[config.mk]
export PLATFORM = sky130hd
export DESIGN_NAME = seq_signed_divider
export DESIGN_NICKNAME = d
export VERILOG_FILES = /design/src/rtl/seq_signed_divider_pkg.sv /design/src/rtl/seq_signed_divider_pow2.sv /design/src/rtl/seq_signed_divider.sv
export SDC_FILE = /design/constraint.sdc
export NUM_CORES = 1
export LEC_CHECK = 0
export ABC_AREA = 1
export ABC_CLOCK_PERIOD_IN_PS = 6000
export CAP_MARGIN = 20
export CORE_MARGIN = 8
export CORE_UTILIZATION = 50
export DETAILED_ROUTE_END_ITERATION = 6
export PLACE_DENSITY = 0.66
export SKIP_LAST_GASP = 1
export SLEW_MARGIN = 15
export SYNTH_ARGS = -nofsm -noshare
export SYNTH_HDL_FRONTEND = slang
export SYNTH_SLANG_ARGS = --single-unit
[constraint.sdc]
create_clock -name clk -period 6 [get_ports clk]
set_input_delay 1.2 -clock clk [delete_from_list [all_inputs] [get_ports clk]]
set_output_delay 1.2 -clock clk [all_outputs]
set_load 0.01 [all_outputs]
[src/rtl/seq_signed_divider_pkg.sv]
// Shared types and helpers for the sequential signed divider.
//   state_e  : controller states (IDLE, CALC, DONE)
//   pow2_t   : result of the power-of-two divisor test (valid bit + shift amount)
//   is_pow2  : detects a positive divisor 2^k with 0 <= k <= n-2
package seq_signed_divider_pkg;

  typedef enum logic [1:0] {
    IDLE = 2'd0,
    CALC = 2'd1,
    DONE = 2'd2
  } state_e;

  // Shift amounts are carried at a fixed width so the helper works for any
  // operand width up to 64 bits.
  localparam int K_W = 6;

  typedef struct packed {
    logic           valid;
    logic [K_W-1:0] k;
  } pow2_t;

  // v is the divisor zero-extended to 64 bits and n its real width. The sign
  // bit position (n-1) is excluded, so negative divisors never qualify.
  function automatic pow2_t is_pow2(input logic [63:0] v, input int n);
    pow2_t res;
    res = '0;
    for (int i = 0; i < 64; i++) begin
      if ((i <= n - 2) && (v == (64'd1 << i))) begin
        res.valid = 1'b1;
        res.k     = K_W'(i);
      end
    end
    return res;
  endfunction

endpackage

[src/rtl/seq_signed_divider_pow2.sv]
// Combinational fast path: signed division by 2^k with truncation toward zero.
//   a : signed dividend (N bits)
//   k : shift amount, 0 <= k <= N-2
//   q : a / 2^k, truncated toward zero
//   r : a - q * 2^k (takes the sign of a)
module signed_div_pow2_trunc
  import seq_signed_divider_pkg::*;
#(
  parameter int N = 8
) (
  input  logic [N-1:0]   a,
  input  logic [K_W-1:0] k,
  output logic [N-1:0]   q,
  output logic [N-1:0]   r
);

  logic [N:0]        bias;
  logic signed [N:0] sum;

  // A plain arithmetic shift rounds toward -inf; adding 2^k-1 to negative
  // dividends first turns that into truncation toward zero. One extra bit
  // keeps the biased sum from wrapping for the most negative dividend.
  always_comb begin
    bias = a[N-1] ? (((N+1)'(1) << k) - (N+1)'(1)) : '0;
    sum  = $signed({a[N-1], a}) + $signed(bias);
    q    = N'(sum >>> k);
    r    = a - (q << k);
  end

endmodule

[src/rtl/seq_signed_divider.sv]
// Multi-cycle signed integer divider (C-style truncating quotient, remainder
// carries the sign of the dividend).
//   clk, rst_n            : clock, asynchronous active-low reset
//   in_valid/in_ready     : operand handshake (dividend, divisor)
//   out_valid/out_ready   : result handshake (quotient, remainder, flags)
//   div_by_zero, overflow : qualify the result, valid with out_valid
//   dbg_state             : current controller state for observation
//
// Handshake: a transfer happens on a rising edge where valid and ready are
// both 1. in_ready is 1 only in IDLE; out_valid is 1 only in DONE, and the
// result is held unchanged there until out_ready is seen at an edge.
//
// Zero divisor, overflow and positive power-of-two divisors finish at the
// accepting edge. All others run N restoring steps in CALC, the last step
// also applying the signs, so the result appears N+1 edges after accept.
module seq_signed_divider
  import seq_signed_divider_pkg::*;
#(
  parameter int N = 8
) (
  input  logic         clk,
  input  logic         rst_n,
  input  logic         in_valid,
  output logic         in_ready,
  input  logic [N-1:0] dividend,
  input  logic [N-1:0] divisor,
  output logic         out_valid,
  input  logic         out_ready,
  output logic [N-1:0] quotient,
  output logic [N-1:0] remainder,
  output logic         div_by_zero,
  output logic         overflow,
  output state_e       dbg_state
);

  localparam int          CW      = $clog2(N);
  localparam logic [N-1:0] MIN_VAL = {1'b1, {(N-1){1'b0}}};

  state_e         state_q, state_d;
  logic [N-1:0]   dvd_q, dvd_d;       // dividend magnitude; quotient bits shift in at the LSB
  logic [N-1:0]   dvs_q, dvs_d;       // divisor magnitude
  logic [N-1:0]   rem_q, rem_d;       // partial remainder, always < |divisor|
  logic [CW-1:0]  cnt_q, cnt_d;
  logic           q_neg_q, q_neg_d;
  logic           r_neg_q, r_neg_d;
  logic [N-1:0]   quotient_q, quotient_d;
  logic [N-1:0]   remainder_q, remainder_d;
  logic           dbz_q, dbz_d;
  logic           ovf_q, ovf_d;

  function automatic logic [N-1:0] magnitude(input logic [N-1:0] v);
    return v[N-1] ? (N'(0) - v) : v;
  endfunction

  // Fast path, evaluated on the live input operands.
  pow2_t        pow2;
  logic [N-1:0] fast_q, fast_r;
  logic         is_ovf;

  assign pow2   = is_pow2({{(64-N){1'b0}}, divisor}, N);
  assign is_ovf = (dividend == MIN_VAL) && (divisor == '1);

  signed_div_pow2_trunc #(.N(N)) u_pow2 (
    .a (dividend),
    .k (pow2.k),
    .q (fast_q),
    .r (fast_r)
  );

  // One restoring step. rem_shift is N+1 bits wide; the subtraction borrow
  // (trial[N]) decides whether the trial difference is kept.
  logic [N:0]   rem_shift, trial;
  logic         qbit;
  logic [N-1:0] q_mag, r_mag;

  always_comb begin
    rem_shift = {rem_q, dvd_q[N-1]};
    trial     = rem_shift - {1'b0, dvs_q};
    qbit      = ~trial[N];
    q_mag     = {dvd_q[N-2:0], qbit};
    r_mag     = qbit ? trial[N-1:0] : rem_shift[N-1:0];
  end

  always_comb begin
    state_d     = state_q;
    dvd_d       = dvd_q;
    dvs_d       = dvs_q;
    rem_d       = rem_q;
    cnt_d       = cnt_q;
    q_neg_d     = q_neg_q;
    r_neg_d     = r_neg_q;
    quotient_d  = quotient_q;
    remainder_d = remainder_q;
    dbz_d       = dbz_q;
    ovf_d       = ovf_q;

    case (state_q)
      IDLE: begin
        if (in_valid) begin
          dbz_d   = 1'b0;
          ovf_d   = 1'b0;
          state_d = DONE;
          if (divisor == '0) begin
            dbz_d       = 1'b1;
            quotient_d  = '1;
            remainder_d = dividend;
          end else if (is_ovf) begin
            ovf_d       = 1'b1;
            quotient_d  = MIN_VAL;
            remainder_d = '0;
          end else if (pow2.valid) begin
            quotient_d  = fast_q;
            remainder_d = fast_r;
          end else begin
            dvd_d   = magnitude(dividend);
            dvs_d   = magnitude(divisor);
            rem_d   = '0;
            cnt_d   = '0;
            q_neg_d = dividend[N-1] ^ divisor[N-1];
            r_neg_d = dividend[N-1];
            state_d = CALC;
          end
        end
      end
      CALC: begin
        dvd_d = q_mag;
        rem_d = r_mag;
        cnt_d = cnt_q + CW'(1);
        if (cnt_q == CW'(N - 1)) begin
          quotient_d  = q_neg_q ? (N'(0) - q_mag) : q_mag;
          remainder_d = r_neg_q ? (N'(0) - r_mag) : r_mag;
          state_d     = DONE;
        end
      end
      DONE: begin
        if (out_ready) begin
          state_d = IDLE;
        end
      end
      default: begin
        state_d = IDLE;
      end
    endcase
  end

  always_ff @(posedge clk or negedge rst_n) begin
    if (!rst_n) begin
      state_q     <= IDLE;
      dvd_q       <= '0;
      dvs_q       <= '0;
      rem_q       <= '0;
      cnt_q       <= '0;
      q_neg_q     <= 1'b0;
      r_neg_q     <= 1'b0;
      quotient_q  <= '0;
      remainder_q <= '0;
      dbz_q       <= 1'b0;
      ovf_q       <= 1'b0;
    end else begin
      state_q     <= state_d;
      dvd_q       <= dvd_d;
      dvs_q       <= dvs_d;
      rem_q       <= rem_d;
      cnt_q       <= cnt_d;
      q_neg_q     <= q_neg_d;
      r_neg_q     <= r_neg_d;
      quotient_q  <= quotient_d;
      remainder_q <= remainder_d;
      dbz_q       <= dbz_d;
      ovf_q       <= ovf_d;
    end
  end

  assign in_ready    = (state_q == IDLE);
  assign out_valid   = (state_q == DONE);
  assign quotient    = quotient_q;
  assign remainder   = remainder_q;
  assign div_by_zero = dbz_q;
  assign overflow    = ovf_q;
  assign dbg_state   = state_q;

endmodule

==> flow_summary.toml <==
[run_status]
status = "completed"

[logic_synthesis]
synth_edf_count = 0
ys_ff_latch = 49
synth_cell_types = 44
yosysWarnings = 0
async_flop_share = 1.00
ys.flop_type = "dfrtp_1"
syn_inst = 769
synth_fp_nets = 823
syn_area_um2 = 4900
avgSynthCellArea_um2 = 6.38
yosysSeqAreaShare = 0.250

[global_route]
met3_usage = 0.0299
grt_pass1_wl_mm = 24.8
grt_max_degree = 47
grt-ovfl-total = 0
grtUsageMet1 = 0.294
grt_pass1_vias = 5225
grt.total_usage = 0.230
top_usage_layer = "met2"
gr-usage-met2 = 0.385
antenna_found_initial = 0

[placement]
routabilityCongestion = 0.937
portBuffers = 41
dpl_cell_area_um2 = 5610
dp_cells = 955
hpwlAfterDp_mm = 11.4

[clocking]
cts_made_buffers = 5
clk_pin_slew_worst_paths_ns = 0.10
cts.sinks = 49
cts_tree = "done"
clk_latency_ns = 0.31
hold_buffers = 0
clockBufferDepth = 2
cts_root_buf = "clkbuf_8"
cts_max_level = 2

[die]
dieArea_um2 = 13200
die_h_um = 115
rows = 36
die_w_um = 115
start_util = 0.509
io_pins = 42
coreArea_um2 = 9640

[drt]
num_vias = 5321
viasPerCell = 5.50
routed_wl_mm = 14.8
antenna_left = 0
drt-pass1-iter-count = 5
remaining_drc_errors = 0
avgRoutedWirePerCell_um = 15.3
drt-initial-drc-count = 481

[sta]
slew_headroom = 0.406
hold_ws_ns = 0.490
setup_viol = 0
clock_skew_ns = 0.0131
fin_crit_sh = 0.934
tns_ns = 0
hold_violations = 0
tightest_slew_ns = 0.890
fmax_ghz = 0.178
drv_slew = 0
min_period_ns = 5.61

[power]
ir_drop_uv = 298
leakage_nw = 3.06
power_density_nw_per_um2 = 427
total_power_mw = 2.51

[setup_path]
critPathLaunchType = "input port"
critPathKind = "in -> reg"
cpPeakStageDelay_ns = 0.44
worst_ep_required_time_ns = 6.20
critPathCaptureType = "flip-flop"
cpLargestDelayFamily = "simple AND/OR/NAND/NOR gates"
cp_common_cell = "nand2_1"
cp_max_fo = 4
crit_buf_inv = 6
crit_slowest_cell = "clkdlybuf4s50_1"
crit_arrival_ns = 5.81

[finish]
num_antenna_cells = 0
area_delta_synth_final_pct = 19.7
fillers = 988
drive_above_1_share = 0.132
nets = 888
layoutNonFillerInstCount = 968
design_area_um2 = 5870

[min_path]
hold_class = "reg -> reg"

[flow_run]
cap_viol_max_count = 0
## cell families after synthesis
family / after synthesis / synth area share
and+or+nand+nor: 444 / 0.405
DFF: 49 / 0.250
adders and majority gates: 34 / 0.0913
AOI/OAI and AO/OA: 104 / 0.124
xor gates and xnor gates: 17 / 0.0304
buffers and inverters: 120 / 0.0987
other: 1 / 0.000765
## power by group
part	total (mW)	internal [mW]	switching, mW
registers	0.578	0.478	0.100
clock network	0.204	0.0835	0.121
logic	1.72	0.649	1.07
total	2.51	1.21	1.29
## stage by stage
step            util  worst slack, ns
4_1_cts        0.591            0.193
2_1_floorplan      -            0.558
3_3_place_gp   0.582          -0.0753
5_1_grt        0.609          -0.0439
6_report       0.609            0.394
3_5_place_dp   0.582           -0.140
## layout by cell type, fill, tap and decap left out, drive strengths merged
master	instances
a21o	1
xnor2	6
o31ai	2
inv	100
clkbuf	6
a2bb2oi	3
a21boi	7
a31o	1
nand2	232
dfrtp	49
nor2	71
nor3	10
fa	3
o22ai	9
nand4	16
buf	38
conb	1
a22o	2
a21oi	28
ha	31
a31oi	1
o41ai	1
clkinv	2
o211ai	3
nand3b	5
xor2	11
nand3	99
or2	11
o21a	3
o21ai	43
clkdlybuf4s50	40
## layer usage
layer  routed length (µm)  share of wire
met5                    0              0
met4                  480          0.032
met3                  793          0.053
met2                 7110           0.48
met1                 6450           0.43
## worst paths after layout
check / start / depth (start not counted) / end / slack, ns
hold reg to reg: cnt_q[0]$_DFFE_PN0P_ / 1 / cnt_q[0]$_DFFE_PN0P_ / 0.49
setup / recovery: divisor[1] / 38 / remainder[4]$_DFFE_PN0P_ / 0.39
hold / removal: cnt_q[0]$_DFFE_PN0P_ / 1 / cnt_q[0]$_DFFE_PN0P_ / 0.49
min in group asynchronous: rst_n / 1 / dvs_q[3]$_DFFE_PN0P_ / 0.67
max in group asynchronous: rst_n / 2 / dvd_q[0]$_DFFE_PN0P_ / 4.53
setup reg to reg: dvd_q[7]$_DFFE_PN0P_ / 18 / remainder[4]$_DFFE_PN0P_ / 2.82
## cell type report
type	instances	area, µm²	area share
tap	133	166	0.0284
sequential	49	1230	0.209
inverter	100	378	0.0644
clock buffer	6	72.6	0.0124
multi-input combinational	600	3330	0.567
clock inverter	2	13.8	0.00234
timing repair buffer	78	683	0.116
## repair_timing
| action | 4_1_cts | 5_1_grt |
|---|---|---|
| setup endpoints to repair | 0 | 5 |
| setup buffers | 0 | 5 |
| gates resized for setup | 0 | 30 |
## sequential cells by signal, indices dropped and copies added (netlist names)
signal	cells
div_by_zero	1
dvd_q	8
cnt_q	3
overflow	1
remainder	8
r_neg_q	1
rem_q	8
dbg_state	2
quotient	8
q_neg_q	1
dvs_q	8
## Yosys cell counts (3+ instances only)
| cell | count | area [µm²] |
|---|---|---|
| nand2_1 | 222 | 833 |
| nand3_1 | 93 | 465 |
| inv_1 | 89 | 334 |
| nor2_1 | 65 | 244 |
| dfrtp_1 | 49 | 1230 |
| o21ai_0 | 42 | 210 |
| ha_1 | 31 | 388 |
| a21oi_1 | 27 | 135 |
| nand4_1 | 16 | 100 |
| xor2_1 | 11 | 96.3 |
| nor3_1 | 10 | 50.1 |
| clkbuf_1 | 9 | 33.8 |
| inv_2 | 9 | 33.8 |
| nand2_2 | 9 | 56.3 |
| o22ai_1 | 9 | 56.3 |
| a21boi_1 | 7 | 52.6 |
| buf_2 | 7 | 35.0 |
| nand3_2 | 6 | 60.1 |
| or2_0 | 6 | 37.5 |
| xnor2_1 | 6 | 52.6 |
| nand3b_1 | 4 | 30.0 |
| nor2_2 | 4 | 25.0 |
| a2bb2oi_1 | 3 | 26.3 |
| fa_1 | 3 | 60.1 |
| o211ai_1 | 3 | 22.5 |
| o21a_1 | 3 | 22.5 |
| or2_1 | 3 | 18.8 |
(Power assumes the default switching activity.)
